$ cat src/rtl/jtframe_scan2x_ctrl_if.sv
`default_nettype none
// ============================================================================
//  Module      : jtframe_scan2x_ctrl_if
//  Description : Bundle between the scan-doubler timing controller and its
//                surroundings.
//                Inputs to the controller:
//                  pxl_cen, pxl2_cen : base and double-rate pixel enables
//                  HS, VS            : input video syncs
//                Outputs from the controller:
//                  wr_en, wr_addr, wr_bank : line-buffer write side
//                  rd_en, rd_addr, rd_bank : line-buffer read side
//                  x2_HS, x2_VS            : doubled syncs
//                  line_len, locked        : line measurement status
//                master = controller side, slave = line buffer / video side.
//  Revision    : 1.0 - initial release
// ============================================================================
interface jtframe_scan2x_ctrl_if #(
    parameter int AW = 9
);
    logic          pxl_cen;
    logic          pxl2_cen;
    logic          HS;
    logic          VS;
    logic          wr_en;
    logic [AW-1:0] wr_addr;
    logic          wr_bank;
    logic          rd_en;
    logic [AW-1:0] rd_addr;
    logic          rd_bank;
    logic          x2_HS;
    logic          x2_VS;
    logic [AW:0]   line_len;
    logic          locked;

    modport master (
        input  pxl_cen, pxl2_cen, HS, VS,
        output wr_en, wr_addr, wr_bank, rd_en, rd_addr, rd_bank,
               x2_HS, x2_VS, line_len, locked
    );

    modport slave (
        output pxl_cen, pxl2_cen, HS, VS,
        input  wr_en, wr_addr, wr_bank, rd_en, rd_addr, rd_bank,
               x2_HS, x2_VS, line_len, locked
    );
endinterface
`default_nettype wire

$ cat src/rtl/jtframe_scan2x_ctrl.sv
`default_nettype none
// ============================================================================
//  Module      : jtframe_scan2x_ctrl
//  Description : Ping-pong line-buffer sequencer for 2x scan doubling.
//                Measures the input line length and HS width at the base
//                pixel rate, writes each line into one bank while the other
//                bank is replayed twice at the double rate, and produces the
//                doubled HS/VS. Read-out only runs once the line length has
//                been stable for LOCK_LINES lines.
//  Ports       : clk, rst (sync, active high)
//                bus : jtframe_scan2x_ctrl_if.master (cens, syncs, write and
//                      read strobes/addresses/banks, x2 syncs, status)
//                All outputs are registered and valid one clk after the
//                enable cycle that caused them; the pixel data path into the
//                RAM must be delayed by one clk to line up with wr_addr.
//                pxl_cen is expected to coincide with a pxl2_cen so that the
//                HS resync tick also reads address 0.
//  Revision    : 1.0 - initial release
// ============================================================================
module jtframe_scan2x_ctrl #(
    parameter int AW         = 9,
    parameter int LOCK_LINES = 4
) (
    input  wire logic             clk,
    input  wire logic             rst,
    jtframe_scan2x_ctrl_if.master bus
);
    localparam int            CW      = $clog2(LOCK_LINES + 1);
    localparam logic [AW-1:0] C_HMAX  = {AW{1'b1}};
    localparam logic [AW-1:0] C_ONE   = 1;
    localparam logic [AW:0]   C_LONE  = 1;
    localparam logic [CW-1:0] C_MONE  = 1;
    localparam logic [CW-1:0] C_MTGT  = CW'(LOCK_LINES - 1);

    localparam logic [1:0] S_HUNT  = 2'd0;
    localparam logic [1:0] S_CHECK = 2'd1;
    localparam logic [1:0] S_LOCK  = 2'd2;

    logic          r_hs_prev;
    logic [AW-1:0] r_hcnt;
    logic          r_ovf;
    logic [AW-1:0] r_hs_w;
    logic          r_wr_en;
    logic          r_wr_bank;
    logic          r_rd_bank;
    logic [AW:0]   r_line_len;
    logic [1:0]    r_state;
    logic [AW:0]   r_ref;
    logic [CW-1:0] r_match;
    logic          r_locked;
    logic          r_rd_en;
    logic [AW-1:0] r_rdcnt;
    logic          r_x2_hs;
    logic          r_x2_vs;

    logic          w_hs_rise;
    logic          w_hs_fall;
    logic [AW-1:0] w_hcnt_inc;
    logic [AW:0]   w_len_new;
    logic [1:0]    w_state_nxt;
    logic [AW:0]   w_ref_nxt;
    logic [CW-1:0] w_match_nxt;
    logic          w_lock_nxt;
    logic          w_rd_wrap;
    logic          w_rd_load0;
    logic [AW-1:0] w_rd_nxt;

    // Edges are judged only on base-rate ticks against the HS seen on the
    // previous base-rate tick.
    assign w_hs_rise  = bus.pxl_cen &  bus.HS & ~r_hs_prev;
    assign w_hs_fall  = bus.pxl_cen & ~bus.HS &  r_hs_prev;
    assign w_hcnt_inc = (r_hcnt == C_HMAX) ? C_HMAX : r_hcnt + C_ONE;
    assign w_len_new  = {1'b0, r_hcnt} + C_LONE;

    // Lock tracker next state; only moves on an HS rising tick.
    always_comb begin
        w_state_nxt = r_state;
        w_ref_nxt   = r_ref;
        w_match_nxt = r_match;
        if (w_hs_rise) begin
            if (r_ovf) begin
                w_state_nxt = S_HUNT;
                w_match_nxt = '0;
            end else begin
                case (r_state)
                    S_HUNT: begin
                        w_ref_nxt   = w_len_new;
                        w_match_nxt = '0;
                        w_state_nxt = S_CHECK;
                    end
                    S_CHECK: begin
                        if (w_len_new == r_ref) begin
                            w_match_nxt = r_match + C_MONE;
                            if (w_match_nxt >= C_MTGT) w_state_nxt = S_LOCK;
                        end else begin
                            w_ref_nxt   = w_len_new;
                            w_match_nxt = '0;
                        end
                    end
                    S_LOCK: begin
                        if (w_len_new != r_ref) begin
                            w_ref_nxt   = w_len_new;
                            w_match_nxt = '0;
                            w_state_nxt = S_CHECK;
                        end
                    end
                    default: w_state_nxt = S_HUNT;
                endcase
            end
        end
    end

    // The read side follows the lock decision of this very tick so that
    // rd_en/x2 syncs never run one clk past a lock loss.
    assign w_lock_nxt = (w_state_nxt == S_LOCK);
    assign w_rd_wrap  = ({1'b0, r_rdcnt} == (r_line_len - C_LONE));
    assign w_rd_load0 = w_hs_rise | (bus.pxl2_cen & w_rd_wrap);

    // HS resync wins over a coincident double-rate increment.
    always_comb begin
        w_rd_nxt = r_rdcnt;
        if (w_rd_load0)        w_rd_nxt = '0;
        else if (bus.pxl2_cen) w_rd_nxt = r_rdcnt + C_ONE;
    end

    always_ff @(posedge clk) begin
        if (rst) begin
            r_hs_prev  <= 1'b0;
            r_hcnt     <= '0;
            r_ovf      <= 1'b0;
            r_hs_w     <= '0;
            r_wr_en    <= 1'b0;
            r_wr_bank  <= 1'b0;
            r_rd_bank  <= 1'b1;
            r_line_len <= '0;
            r_state    <= S_HUNT;
            r_ref      <= '0;
            r_match    <= '0;
            r_locked   <= 1'b0;
            r_rd_en    <= 1'b0;
            r_rdcnt    <= '0;
            r_x2_hs    <= 1'b0;
            r_x2_vs    <= 1'b0;
        end else begin
            // ---------------- write side ----------------
            r_wr_en <= bus.pxl_cen;
            if (bus.pxl_cen) begin
                r_hs_prev <= bus.HS;
                if (w_hs_rise) begin
                    r_line_len <= w_len_new;
                    r_hcnt     <= '0;
                    r_wr_bank  <= ~r_wr_bank;
                    r_rd_bank  <= r_wr_bank;
                    r_ovf      <= 1'b0;
                end else begin
                    r_hcnt <= w_hcnt_inc;
                    if (w_hcnt_inc == C_HMAX) r_ovf <= 1'b1;
                end
                if (w_hs_fall) r_hs_w <= w_hcnt_inc;
            end

            // ---------------- lock tracker ----------------
            r_state  <= w_state_nxt;
            r_ref    <= w_ref_nxt;
            r_match  <= w_match_nxt;
            r_locked <= w_lock_nxt;

            // ---------------- read side ----------------
            r_rd_en <= bus.pxl2_cen & w_lock_nxt;
            if (!w_lock_nxt) begin
                r_rdcnt <= '0;
                r_x2_hs <= 1'b0;
                r_x2_vs <= 1'b0;
            end else begin
                r_rdcnt <= w_rd_nxt;
                if (bus.pxl2_cen)
                    r_x2_hs <= (r_hs_w != '0) && (w_rd_nxt < r_hs_w);
                // VS only changes where a doubled line starts.
                if (w_rd_load0) r_x2_vs <= bus.VS;
            end
        end
    end

    assign bus.wr_en    = r_wr_en;
    assign bus.wr_addr  = r_hcnt;
    assign bus.wr_bank  = r_wr_bank;
    assign bus.rd_en    = r_rd_en;
    assign bus.rd_addr  = r_rdcnt;
    assign bus.rd_bank  = r_rd_bank;
    assign bus.x2_HS    = r_x2_hs;
    assign bus.x2_VS    = r_x2_vs;
    assign bus.line_len = r_line_len;
    assign bus.locked   = r_locked;
endmodule
`default_nettype wire
$ cat src/flat_wrapper.sv
// flat-port wrapper written by rule: the top's interface ports become plain ports
module jtframe_scan2x_ctrl_flat 
#(
    parameter int AW         = 9,
    parameter int LOCK_LINES = 4
)
  (clk, rst, bus_pxl_cen, bus_pxl2_cen, bus_HS, bus_VS, bus_wr_en, bus_wr_addr, bus_wr_bank, bus_rd_en, bus_rd_addr, bus_rd_bank, bus_x2_HS, bus_x2_VS, bus_line_len, bus_locked);
  jtframe_scan2x_ctrl_if #(.AW(AW)) bus_i ();
  input  wire logic clk;
  input  wire logic rst;
  input wire logic [$bits(bus_i.pxl_cen)-1:0] bus_pxl_cen;
  input wire logic [$bits(bus_i.pxl2_cen)-1:0] bus_pxl2_cen;
  input wire logic [$bits(bus_i.HS)-1:0] bus_HS;
  input wire logic [$bits(bus_i.VS)-1:0] bus_VS;
  output wire logic [$bits(bus_i.wr_en)-1:0] bus_wr_en;
  output wire logic [$bits(bus_i.wr_addr)-1:0] bus_wr_addr;
  output wire logic [$bits(bus_i.wr_bank)-1:0] bus_wr_bank;
  output wire logic [$bits(bus_i.rd_en)-1:0] bus_rd_en;
  output wire logic [$bits(bus_i.rd_addr)-1:0] bus_rd_addr;
  output wire logic [$bits(bus_i.rd_bank)-1:0] bus_rd_bank;
  output wire logic [$bits(bus_i.x2_HS)-1:0] bus_x2_HS;
  output wire logic [$bits(bus_i.x2_VS)-1:0] bus_x2_VS;
  output wire logic [$bits(bus_i.line_len)-1:0] bus_line_len;
  output wire logic [$bits(bus_i.locked)-1:0] bus_locked;
  assign bus_i.pxl_cen = bus_pxl_cen;
  assign bus_i.pxl2_cen = bus_pxl2_cen;
  assign bus_i.HS = bus_HS;
  assign bus_i.VS = bus_VS;
  assign bus_wr_en = bus_i.wr_en;
  assign bus_wr_addr = bus_i.wr_addr;
  assign bus_wr_bank = bus_i.wr_bank;
  assign bus_rd_en = bus_i.rd_en;
  assign bus_rd_addr = bus_i.rd_addr;
  assign bus_rd_bank = bus_i.rd_bank;
  assign bus_x2_HS = bus_i.x2_HS;
  assign bus_x2_VS = bus_i.x2_VS;
  assign bus_line_len = bus_i.line_len;
  assign bus_locked = bus_i.locked;
  jtframe_scan2x_ctrl #(.AW(AW), .LOCK_LINES(LOCK_LINES)) u_core (.clk(clk), .rst(rst), .bus(bus_i));
endmodule
$ cat config.mk
export PLATFORM = sky130hd
export DESIGN_NAME = jtframe_scan2x_ctrl_flat
export DESIGN_NICKNAME = d
export VERILOG_FILES = /design/src/rtl/jtframe_scan2x_ctrl_if.sv /design/src/rtl/jtframe_scan2x_ctrl.sv /design/src/flat_wrapper.sv
export SDC_FILE = /design/constraint.sdc
export NUM_CORES = 1
export LEC_CHECK = 0
export BUFFER_PORTS_ARGS = -buffer_cell sky130_fd_sc_hd__buf_4
export CORE_MARGIN = 5
export CORE_UTILIZATION = 53
export CTS_CLUSTER_DIAMETER = 30
export CTS_CLUSTER_SIZE = 24
export DETAILED_ROUTE_END_ITERATION = 8
export PLACE_DENSITY = 0.76
export RECOVER_POWER = 25
export SLEW_MARGIN = 20
export SYNTH_ARGS = -nofsm -noshare
export SYNTH_HDL_FRONTEND = slang
export SYNTH_SLANG_ARGS = --single-unit
$ cat constraint.sdc
create_clock -name clk -period 3.6 [get_ports clk]
set_input_delay 0.72 -clock clk [delete_from_list [all_inputs] [get_ports clk]]
set_output_delay 0.72 -clock clk [all_outputs]
set_load 0.1 [all_outputs]
# Yosys cells after proc, flatten, opt, wreduce, memory -nomap -nowiden

Index checks and enable logic that the tools add are counted.
W data, S select, Z words.

Add/sub/neg operators: 5
Multipliers: 0
Divide/modulo/power cells: 0
Magnitude comparators: 2
Equal/unequal tests: 11
Shifts and indexed selects: 0
Multiplexer cells: 19
Bitwise operators: 12
Reduce and logical (&&, ||, !) cells: 12

Operators by type and width:

| operator                | count |
|---|---|
| $mux W9                 | 4 |
| $pmux W10 S3            | 1 |
| $mux W10                | 2 |
| $add A9 B1 Y9 const B   | 2 |
| $eq A9 B9 Y1 const B    | 2 |
| $add A9 B1 Y10 const B  | 1 |
| $eq A10 B10 Y1          | 1 |
| $eq A9 B10 Y1           | 1 |
| $mux W2                 | 5 |
| $ne A10 B10 Y1          | 1 |
| $sub A10 B1 Y10 const B | 1 |
| $lt A9 B9 Y1            | 1 |
| $mux W3                 | 3 |
| $pmux W3 S3             | 1 |
| $reduce_bool A9 Y1      | 1 |
| $and A1 B1 Y1           | 6 |
| $pmux W2 S3             | 1 |
| $reduce_and A2 Y1       | 3 |
| $not A1 Y1              | 5 |
| $reduce_and A5 Y1       | 1 |
| $eq A2 B2 Y1 const B    | 2 |
| $reduce_bool A4 Y1      | 1 |
| $add A3 B1 Y3 const B   | 1 |
| $ge A3 B2 Y1 const B    | 1 |
| 12 further kinds        | 13 |

Register bits: 61
Latch bits: 0
RAM bits: 0
ROM bits: 0
Bits of input ports: 6
Output and inout bits: 35
Memories: 0

# Longest topological paths before layout

Gate-level depths: netlist of the first run.

Depth in word-level cells: 10
Gate-level depth with buffers: 16

# Least setup slack after synthesis of the first run

OpenSTA, ideal clock, no wires.

Path type: register -> register
Start point: reg u_core.r_line_len[0] (netlist: u_core.bus.line_len[0])
End point: reg u_core.r_x2_hs (netlist: u_core.bus.x2_HS)
Setup time: 0.079 ns
Data arrival time: 4.138 ns
Setup slack: -0.617 ns
Cell stages (with the launch flop): 17
Clock period less this slack: 4.217 ns
Cells stage by stage: dfxtp_1 -> inv_1 -> ha_1 -> nor2b_1 -> and3_1 -> o21ai_0 -> a31oi_1 -> nor3_2 -> clkbuf_1 -> nor2_1 -> ha_1 -> a21o_1 -> a21o_1 -> a21oi_1 -> o2111a_1 -> nand4_1 -> a211oi_2

Word-level cells in the longest chain between the ends: 7

RTL lines:

| element                  | line                       | text |
|---|---|---|
| start: declaration       | jtframe_scan2x_ctrl.sv:46  | `logic [AW:0] r_line_len;` |
| start signal: assignment | jtframe_scan2x_ctrl.sv:150 | `r_line_len <= w_len_new;` |
| $sub A10 B1 Y10          | jtframe_scan2x_ctrl.sv:116 | `assign w_rd_wrap = ({1'b0, r_rdcnt} == (r_line_len - C_LONE));` |
| $eq A9 B10 Y1            | jtframe_scan2x_ctrl.sv:116 |  |
| $and A1 B1 Y1            | jtframe_scan2x_ctrl.sv:117 | `assign w_rd_load0 = w_hs_rise \| (bus.pxl2_cen & w_rd_wrap);` |
| $or A1 B1 Y1             | jtframe_scan2x_ctrl.sv:117 |  |
| $mux W9                  | jtframe_scan2x_ctrl.sv:122 | `if (w_rd_load0) w_rd_nxt = '0;` |
| via u_core.w_rd_nxt[2]   | jtframe_scan2x_ctrl.sv:66  | `logic [AW-1:0] w_rd_nxt;` |
| $lt A9 B9 Y1             | jtframe_scan2x_ctrl.sv:177 | `r_x2_hs <= (r_hs_w != '0) && (w_rd_nxt < r_hs_w);` |
| $logic_and A1 B1 Y1      | jtframe_scan2x_ctrl.sv:177 |  |
| end signal: assignment   | jtframe_scan2x_ctrl.sv:177 |  |
| end: declaration         | jtframe_scan2x_ctrl.sv:53  | `logic r_x2_hs;` |

The timed path passes the listed nets, and every way through them passes these cells.
A chain may end at the register's enable or synchronous reset.

# Worst setup path after layout of the first run

Ends and elaborated chain as after synthesis.

==> flow_summary_export.csv, run 1 <==
group,metric,value,unit
run_status,status,"finished, final reports clean",
global_routing,grt-ovfl-total,0,
setup_path,critPathMaxStageDelay,380,ps
floorplan,initial_core_util,54.58,%
floorplan,die_area,8813,µm²
floorplan,rows,30,
flow_run,drv_cap,0,
place,port_buffers,40,
drt,ant_nets,0,
clock_tree,cts_hold_buffers,0,
setup_path,crit_type,"flip-flop to flip-flop",
synthesis,syn_nets,460,
sta,drv_slew,0,
global_routing,grtUsageMet2,34.83,%
setup_path,start_kind,"flip-flop",
finish,fill_cells,623,
setup_path,crit_chain,"inv_1 -> ha_1 -> nor2b_1 -> and3_1 -> o21ai_0 -> a31oi_1 -> nor3_4 -> buf_4 -> nor2_1 -> ha_1 -> a21o_1 -> a21o_1 -> a21oi_1 -> o2111a_1 -> nand4_1 -> a211oi_2",
global_routing,met1_usage,29.84,%
setup_path,worstPathRequired,3870,ps
finish,finalNetCount,499,
global_routing,grt_pass1_wl,15.57,mm
synthesis,synth_area,3729,µm²
clock_tree,cts-htree-levels,3,
global_routing,grt_pass1_vias,3147,
drt,drt-total-wl,9.410,mm
pwr,powerDensity,370.2,nW/µm²
sta,maxClockFrequency,301.0,MHz
place,dpl.cell_count,559,
setup_path,path_max_fanout,8,
setup_path,cp-end-kind,"flip-flop",
synthesis,synth_area_per_cell,8.571,µm²
synthesis,ys_types,61,
clock_tree,cts-root-buf,"clkbuf_8",
sta,tightest_slew,1190,ps
setup_path,worstPathArrival,3600,ps
global_routing,grt_max_degree,53,
floorplan,die_w,93.88,µm
drt,vias,3363,
clock_tree,clock_latency,350,ps
drt,wl_per_cell,16.37,µm
global_routing,use_met3,4.968,%
sta,hold_violations,0,
place,place_congestion,0.9545,
sta,fin_skew,10.20,ps
finish,fin_cells,575,
drt,drc,0,
global_routing,grt_usage,22.36,%
synthesis,yosysWarnings,0,
drt,vias_per_cell,5.849,
clock_tree,cts_buffers,9,
setup_path,cp_slowest_cell,"dfxtp_4",
min_path,hold_class,"flip-flop to flip-flop",
clock_tree,cts.sinks,61,
floorplan,ioPinCount,41,
global_routing,grt_busiest_layer,"met2",
sta,tns,0,ps
clock_tree,cts_tree,"done",
sta,rsz0062_at_grt,"no",
synthesis,syn_inst,435,
synthesis,ys.flop_type,"dfxtp_1",
clock_tree,cts_buffer_depth,2,
finish,area_growth,15.77,%
place,dp_hpwl,6.835,mm
sta,hold_ws,473.3,ps
pwr,finalPower,1598,µW
drt,drt_iter0_markers,292,
sta,fin_crit,3322,ps
synthesis,synth-seq-area-share,32.75,%
floorplan,die_h,93.88,µm
synthesis,synth-async-reset-ratio,0,%
finish,antenna_cells,0,
pwr,vdd_ir_drop_max,0.0002378,V
pwr,p_leak,0.001652,µW
global_routing,grt_antenna_before_repair,0,
sta,post-route-period-util,92.29,%
finish,drive_above_1_share,19.83,%
clock_tree,clkSlewWorstSetupHoldPaths,70,ps
synthesis,ys_seq_elements,61,
floorplan,core,6832,µm²
sta,relSlewSlack,20.98,%
sta,setup_viol,0,
clock_tree,post_cts_buffers,0,
drt,drtPass1Iterations,5,
synthesis,synth_edf_count,0,
-- placed cells by master (no fill, tap or decap), types with 4 or more instances in the layout --
cell and count:
nor2_1 61, dfxtp_1 44, buf_4 38, nand2_1 30, inv_1 22, a21oi_1 19
ha_1 19, xnor2_1 16, a211oi_1 16, xor2_1 14, nor2b_1 14, clkbuf_1 14
dfxtp_2 14, o21ai_0 13, clkbuf_8 10, nand3_1 9, nand4_1 9, nor4_2 7
mux2i_1 6, and3_1 5, o31ai_1 5, nor4_1 5, mux2_1 5, a311oi_1 5
nor3_1 4, a31oi_1 4, a21o_1 4, a221oi_1 4, a31o_2 4
-- flip-flops by register name, indices dropped and copies added, names as in the netlist --
register             cells
u_core.r_match           3
u_core.r_ovf             1
u_core.bus.rd_en         1
u_core.bus.locked        1
u_core.bus.rd_bank       1
u_core.bus.x2_HS         1
u_core.bus.x2_VS         1
u_core.r_hs_w            9
u_core.r_state           2
u_core.bus.wr_en         1
u_core.r_ref            10
u_core.bus.wr_addr       9
u_core.bus.line_len     10
u_core.r_hs_prev         1
u_core.bus.wr_bank       1
u_core.bus.rd_addr       9
-- through the flow --
step,utilization (%),setup slack [ps],instance area [µm²]
detailed placement,60.97,238.2,4165
floorplan,-,0.2023,3765
finish,63.19,277.6,4317
global placement,60.97,337.8,4165
CTS,63.79,231.9,4358
global route,63.19,17.11,4317
-- path summary, 6_finish.rpt --
| kind | startpoint | end | slack (ps) | cells past startpoint |
|---|---|---|---|---|
| worst min register to register | u_core.r_ref[1] | u_core.r_ref[1] | 470 | 2 |
| worst max-delay path | u_core.bus.line_len[0] | u_core.bus.x2_HS | 280 | 16 |
| worst min-delay path | u_core.r_ref[1] | u_core.r_ref[1] | 470 | 2 |
| worst max register to register | u_core.bus.line_len[0] | u_core.bus.x2_HS | 280 | 16 |
-- final cells by class --
class                      instances  area [µm²]  area share, %
timing repair buffer              50       330.3          7.652
sequential                        61        1250          28.96
tap                               96       120.1          2.783
clock buffer                      12       145.1          3.362
multi-input combinational        328        2333          54.06
clock inverter                     4       47.55          1.101
inverter                          24       90.09          2.087
-- repair_timing --
item,CTS,global route
hold endpoints to repair,0,0
endpoints found under the setup margin,0,1
resized for setup,0,1
-- power breakdown --
group          leakage, µW  internal [µW]  total, µW  switching, µW
clock network    0.0000964            337        617            280
registers         0.000503            690        707           17.1
logic              0.00105           84.0        274            190
total              0.00165           1110       1600            487
-- critical path, delay by kind of cell (launching register included) --
family | cells | cell delay [ps]
buffers and inverters | 2 | 260
and+or+nand+nor | 5 | 860
AOI/OAI and AO/OA | 7 | 1320
adders and majority gates | 2 | 410
DFF | 1 | 380
-- cells by family (layout without fill, tap and decap cells) --
logic type | after synthesis | in the layout | share of synthesized area, %
buffers and inverters | 46 | 90 | 5.000
xor gates and xnor gates | 33 | 33 | 8.926
and+or+nand+nor | 166 | 166 | 23.05
DFF | 61 | 61 | 32.75
muxes | 13 | 13 | 3.725
adders and majority gates | 19 | 19 | 6.376
AOI/OAI and AO/OA | 97 | 97 | 20.17
-- Yosys cell counts (3+ instances only) --
library cell	n	area [µm²]
o21ai_0	13	65.06
buf_1	3	11.26
a221oi_1	4	35.03
a31o_2	4	35.03
mux2i_1	6	60.06
and3_1	5	31.28
ha_1	19	237.7
inv_1	22	82.58
nor2b_1	14	87.58
o31ai_1	5	37.54
and2_1	3	18.77
dfxtp_1	61	1221
nand2_1	30	112.6
a31oi_1	4	25.02
clkbuf_1	15	56.30
nor4_2	6	75.07
a21o_1	4	30.03
a21oi_1	19	95.09
nand3_1	9	45.04
nor4_1	6	37.54
nor2_1	61	229.0
nand2b_1	3	18.77
xnor2_1	16	140.1
a211oi_1	16	120.1
nor3_1	4	20.02
a311oi_1	5	43.79
or3_1	3	18.77
mux2_1	5	56.30
o211ai_1	3	22.52
xor2_1	14	122.6
nand4_1	9	56.30
-- routing by layer --
layer	vias up	part of all wire [%]
li1	1646	-
met1	1576	46
met2	124	44
met3	17	7.7
met4	0	1.8
met5	-	0
(Power assumes the default switching activity.)
==> run 2, diff against run 1 <==
--- a/config.mk
+++ b/config.mk
@@ -6,6 +6,7 @@
 export NUM_CORES = 1
 export LEC_CHECK = 0
 export BUFFER_PORTS_ARGS = -buffer_cell sky130_fd_sc_hd__buf_4
+export CORE_ASPECT_RATIO = 1.25
 export CORE_MARGIN = 5
 export CORE_UTILIZATION = 53
 export CTS_CLUSTER_DIAMETER = 30
==> run 2 against run 1 <==
Clock-buffer cell count unchanged. Critical endpoint is now u_core.bus.rd_addr[8]. Register-to-register slack better by 30 ps. Clock power is 13% higher. Global-route usage down 0.055 points. Largest power group unchanged.
==> flow_summary_export.csv, run 2 (synthesis gave the netlist of run 1 again) <==
group,metric,value,unit
run_status,status,"finished, final reports clean",
floorplan,core,6892,µm²
place,place_congestion,0.9285,
floorplan,rows,34,
sta,fin_skew,8.520,ps
sta,relSlewSlack,20.75,%
finish,antenna_cells,0,
sta,rsz0062_at_grt,"no",
clock_tree,cts_hold_buffers,0,
pwr,powerDensity,386.0,nW/µm²
place,placed_cell_area,4173,µm²
drt,drtPass1Iterations,4,
floorplan,die_area,8823,µm²
setup_path,critPathMaxStageDelay,430,ps
place,port_buffers,40,
pwr,comb_power_share,16.5,%
pwr,p_int,1204,µW
setup_path,cp.depth,11,
clock_tree,cts_tree,"done",
clock_tree,clock_latency,340,ps
pwr,seqPwrFrac,42.1,%
min_path,whs_path_depth,2,
clock_tree,cts_resized,0,
floorplan,die_w,85.02,µm
sta,post-route-period-util,91.54,%
floorplan,initial_core_util,54.10,%
drt,vias,3345,
clock_tree,cts.sinks,61,
sta,hold_violations,0,
sta,tightest_slew,1194,ps
clock_tree,cts_buffers,9,
setup_path,cp-end-kind,"flip-flop",
floorplan,ioPinCount,41,
clock_tree,cts_buffer_depth,2,
global_routing,grt-ovfl-total,0,
setup_path,crit_family,"adder cells",
flow_run,drv_cap,0,
global_routing,grt_pass1_vias,3198,
sta,drv_slew,0,
setup_path,worstPathArrival,3530,ps
finish,design_area,4357,µm²
sta,hold_ws,477.8,ps
clock_tree,clkSlewWorstSetupHoldPaths,70,ps
pwr,finalPower,1682,µW
drt,wl_per_cell,17.14,µm
finish,fill_cells,613,
setup_path,worstPathRequired,3830,ps
pwr,p_leak,0.001692,µW
clock_tree,post_cts_buffers,0,
global_routing,grt_max_degree,53,
sta,tns,0,ps
clock_tree,cts-htree-levels,3,
pwr,switchingPower,478.2,µW
drt,ant_nets,0,
global_routing,grt_usage,22.31,%
place,dp_hpwl,7.158,mm
finish,final_util,63.22,%
drt,drc,0,
sta,maxClockFrequency,303.4,MHz
setup_path,path_buf_inv,2,
drt,drt_iter0_markers,180,
setup_path,crit_chain,"ha_1 -> nand2_1 -> or3_1 -> ha_1 -> xnor2_1 -> o2111ai_1 -> a2111oi_4 -> buf_4 -> a31oi_1 -> buf_4 -> nor4_1",
pwr,sw_frac_of_total,28.43,%
setup_path,cp_slowest_cell,"dfxtp_1",
setup_path,path_max_fanout,13,
floorplan,die_h,103.8,µm
setup_path,crit_type,"flip-flop to flip-flop",
clock_tree,cts-root-buf,"clkbuf_8",
finish,final_cell_mix,"61 x nor2_1, 45 x dfxtp_1, 42 x buf_4",
global_routing,grt_antenna_before_repair,0,
setup_path,r2r_cells,11,
sta,setup_viol,0,
finish,drive_above_1_share,20.37,%
global_routing,grt_pass1_wl,16.04,mm
finish,finalNetCount,501,
pwr,clkPwrFrac,41.4,%
drt,drt-total-wl,9.786,mm
drt,vias_per_cell,5.858,
finish,mostFrequentLayoutCell,"nor2_1",
setup_path,start_kind,"flip-flop",
min_path,hold_class,"flip-flop to flip-flop",
sta,fin_crit,3296,ps
pwr,vdd_ir_drop_max,0.0002620,V
finish,area_growth,16.85,%
==> run 2: cell count changes in the layout (fill, tap and decap cells not counted), sizes merged <==
cell / before / now
clkbuf: 24 / 22
bufinv: 1 / 2
clkinvlp: 1 / 0
buf: 38 / 42
==> run 2: final timing paths <==
| kind | to | slack, ps | start |
|---|---|---|---|
| setup / recovery | u_core.bus.rd_addr[8] | 300 | u_core.bus.wr_addr[1] |
| hold / removal | u_core.r_ref[2] | 480 | u_core.r_ref[2] |
| setup reg to reg | u_core.bus.rd_addr[8] | 300 | u_core.bus.wr_addr[1] |
| hold reg to reg | u_core.r_ref[2] | 480 | u_core.r_ref[2] |
==> run 2: final cells by class <==
cell class / count / area, µm² / share of cell area, %
inverters: 24 / 90.09 / 2.068
repair buffers: 52 / 352.8 / 8.099
well taps: 90 / 112.6 / 2.585
clock buffers: 12 / 155.1 / 3.561
flip-flops and latches: 61 / 1249 / 28.66
clock inverters: 4 / 70.07 / 1.608
multi-input cells: 328 / 2327 / 53.42
==> run 2: power by group through the flow <==
stage | Combinational, µW | Clock [µW] | Sequential, µW
6_report | 278 | 696 | 708
5_1_grt | 299 | 735 | 710
4_1_cts | 280 | 708 | 707
3_5_place_dp | 279 | 0 | 722
3_3_place_gp | 275 | 0 | 721
2_1_floorplan | 146 | 0 | 786
==> run 2: tightest hold or removal path: stages (launching register included) <==
cell and delay, ps:
dfxtp_1 320, inv_1 60, a211oi_1 50
==> run 2: per-stage QoR <==
| stage | setup slack (ps) | cells |
|---|---|---|
| 3_5_place_dp | 298.0 | 555 |
| 2_1_floorplan | 0.2023 | 435 |
| 3_3_place_gp | 419.8 | 555 |
| 4_1_cts | 280.6 | 571 |
| 6_report | 304.5 | 571 |
| 5_1_grt | 0.7634 | 571 |
==> run 2: metal layers <==
layer,up-vias,GRT usage [%],wire length [µm]
met2,83,40.33,5206
met1,1593,26.02,4016
met5,-,0,0
li1,1652,-,-
met4,0,7.692,177
met3,17,3.733,384
==> run 3, diff against run 2 <==
--- a/config.mk
+++ b/config.mk
@@ -5,12 +5,12 @@
 export SDC_FILE = /design/constraint.sdc
 export NUM_CORES = 1
 export LEC_CHECK = 0
+export ABC_AREA = 1
 export BUFFER_PORTS_ARGS = -buffer_cell sky130_fd_sc_hd__buf_4
 export CORE_ASPECT_RATIO = 1.25
 export CORE_MARGIN = 5
 export CORE_UTILIZATION = 53
 export CTS_CLUSTER_DIAMETER = 30
-export CTS_CLUSTER_SIZE = 24
 export DETAILED_ROUTE_END_ITERATION = 8
 export PLACE_DENSITY = 0.76
 export RECOVER_POWER = 25
==> run 3 against run 2 <==
Critical path depth grew 9. Sequential power barely moved. Non-clock buffer count is 11 lower. Sequential share of layout area up 1.9 points. Total power shrank 6.6%. Largest cell class unchanged. Via count is 0.93% higher. Register-to-register slack improved by 130 ps.
==> flow_summary_export.csv, run 3 <==
group,metric,value,unit
synthesis,ys_types,37,
min_path,hold_class,"flip-flop to flip-flop",
pwr,p_leak,0.001855,µW
sta,rsz0062_at_grt,"no",
global_routing,grt_usage,22.62,%
synthesis,ys_seq_elements,61,
pwr,clkPwrFrac,43.0,%
pwr,p_int,1153,µW
pwr,comb_power_share,11.9,%
synthesis,yosysMostFrequentCell,"nand2_1",
clock_tree,cts.sinks,61,
setup_path,crit_type,"flip-flop to flip-flop",
clock_tree,clock_latency,340,ps
floorplan,core,6482,µm²
synthesis,synth_area_leaders,"dfxtp_1 35%, nand2_1 13%, inv_1 8.5%",
clock_tree,cts_resized,0,
synthesis,syn_nets,535,
sta,finalWorstSetupSlack,437.4,ps
finish,finalNetCount,579,
floorplan,rows,33,
sta,setup_viol,0,
drt,drt_iter0_markers,153,
sta,tightest_slew,1183,ps
finish,final_cell_mix,"119 x nand2_1, 79 x inv_1, 60 x dfxtp_1",
synthesis,syn_inst,510,
global_routing,grt_pass1_vias,3196,
place,post-place-ws,249.6,ps
finish,area_growth,15.13,%
pwr,sw_frac_of_total,26.65,%
floorplan,die_h,100.5,µm
clock_tree,cts-htree-levels,3,
clock_tree,post_cts_buffers,0,
drt,drt-total-wl,8.815,mm
place,port_buffers,40,
finish,fill_cells,628,
synthesis,yosysWarnings,0,
pwr,vdd_ir_drop_max,0.0003424,V
place,dp_hpwl,6.992,mm
finish,antenna_cells,0,
drt,drtPass1Iterations,4,
clock_tree,cts_buffers,9,
synthesis,ys.flop_type,"dfxtp_1",
place,place_congestion,0.9819,
clock_tree,cts_tree,"done",
drt,vias_per_cell,5.226,
drt,wl_per_cell,13.65,µm
pwr,powerDensity,393.0,nW/µm²
clock_tree,cts-root-buf,"clkbuf_8",
sta,hold_violations,0,
drt,drc,0,
run_status,status,"finished, final reports clean",
setup_path,path_max_fanout,6,
sta,relSlewSlack,21.46,%
floorplan,ioPinCount,41,
clock_tree,cts_hold_buffers,0,
synthesis,synth_top_area_share,35.16,%
sta,fin_skew,10.22,ps
pwr,seqPwrFrac,45.1,%
sta,post-route-period-util,87.85,%
synthesis,synth_area_per_cell,6.810,µm²
global_routing,grt_max_degree,21,
setup_path,worstPathRequired,3880,ps
global_routing,grt_antenna_before_repair,0,
clock_tree,cts_buffer_depth,2,
synthesis,synth-async-reset-ratio,0,%
synthesis,synth_top_area_cell,"dfxtp_1",
synthesis,synth_area,3473,µm²
drt,vias,3376,
finish,drive_above_1_share,11.27,%
pwr,switchingPower,418.9,µW
global_routing,grt_pass1_wl,14.46,mm
global_routing,grt-ovfl-total,0,
setup_path,cp-end-kind,"flip-flop",
floorplan,initial_core_util,53.58,%
setup_path,r2r_cells,20,
sta,tns,0,ps
synthesis,synth.top_cells.by_count,"119 x nand2_1, 79 x inv_1, 61 x dfxtp_1",
sta,fin_crit,3163,ps
synthesis,synth_edf_count,0,
synthesis,synth-seq-area-share,35.16,%
drt,ant_nets,0,
floorplan,die_area,8283,µm²
sta,drv_slew,0,
setup_path,worstPathArrival,3440,ps
finish,mostFrequentLayoutCell,"nand2_1",
flow_run,drv_cap,0,
floorplan,die_w,82.41,µm
sta,maxClockFrequency,316.2,MHz
min_path,whs_path_depth,2,
setup_path,start_kind,"flip-flop",
clock_tree,clkSlewWorstSetupHoldPaths,70,ps
## run 3: changes by cell type after synthesis, moves of 6 or more
cell      before  now
nand3_1        9   40
nor2_1        61   46
nor2b_1       14    0
o21ai_0       13   28
nor4_2         6    0
inv_1         22   79
a211oi_1      16    1
xnor2_1       16    3
a21oi_1       19   36
clkbuf_1      15    4
mux2i_1        6    0
nand2_1       30  119
nor4_1         6    0
nor2_2         0   13
## run 3: power by group through the flow
stage | clock network [µW] | logic [µW] | registers (µW)
after floorplan | 0 | 110 | 756
after global placement | 0 | 186 | 722
after detailed placement | 0 | 188 | 723
after CTS | 687 | 189 | 708
after global routing | 719 | 206 | 710
final | 676 | 187 | 709
## run 3: worst paths after layout
path	from	endpoint	slack [ps]
setup / recovery	u_core.bus.line_len[0]	u_core.bus.x2_HS	440
hold / removal	u_core.r_hs_prev	u_core.r_hs_prev	490
setup reg to reg	u_core.bus.line_len[0]	u_core.bus.x2_HS	440
hold reg to reg	u_core.r_hs_prev	u_core.r_hs_prev	490
## run 3: stage by stage
| stage | total power [µW] | hold slack [ps] | instances | instance area, µm² | util, % |
|---|---|---|---|---|---|
| 3_3_place_gp | 907.8 | 463.3 | 630 | 3847 | 59.35 |
| 3_5_place_dp | 911.1 | 472.7 | 630 | 3847 | 59.35 |
| 2_1_floorplan | 866.7 | 442.2 | 510 | 3473 | - |
| 6_report | 1572 | 487.6 | 646 | 3999 | 61.69 |
| 4_1_cts | 1584 | 486.0 | 646 | 4071 | 62.81 |
| 5_1_grt | 1635 | 513.1 | 646 | 3999 | 61.69 |
## run 3: metal layers
| metal | track usage, % | vias up | part of all wire, % |
|---|---|---|---|
| met1 | 26.26 | 1534 | 42 |
| met2 | 39.57 | 99 | 50 |
| li1 | - | 1726 | - |
| met5 | 0 | - | 0 |
| met4 | 8.824 | 0 | 2.4 |
| met3 | 4.919 | 17 | 6.1 |
## run 3: critical path: stages (launching register included)
cell and delay (ps):
dfxtp_1 390, inv_1 100, ha_1 320, xor2_1 140, nand3_1 90, nor2_1 110
nand3_1 70, nor2_1 90, nand3_1 140, nand2_1 210, inv_1 140, nand2_1 120
inv_1 50, ha_1 320, a21oi_1 130, nand2_1 70, a211oi_1 210, o41ai_1 120
nor2_1 90, a21boi_0 80, nor2_1 100
## run 3: kinds of logic after synthesis
kind of cell	share of synthesized area [%]
simple gates	31.59
buf+inv	10.19
xor+xnor	4.035
compound gates	12.18
flops	35.16
fa+ha+maj	6.844
## run 3: area by class of cell
| cell class | instances | area [µm²] | area share, % |
|---|---|---|---|
| Clock inverter | 6 | 86.33 | 2.159 |
| Tap cell | 87 | 108.9 | 2.722 |
| Multi-Input combinational cell | 358 | 1903 | 47.59 |
| Sequential cell | 61 | 1222 | 30.57 |
| Clock buffer | 10 | 137.6 | 3.442 |
| Inverter | 83 | 311.5 | 7.791 |
| Timing Repair Buffer | 41 | 229.0 | 5.726 |
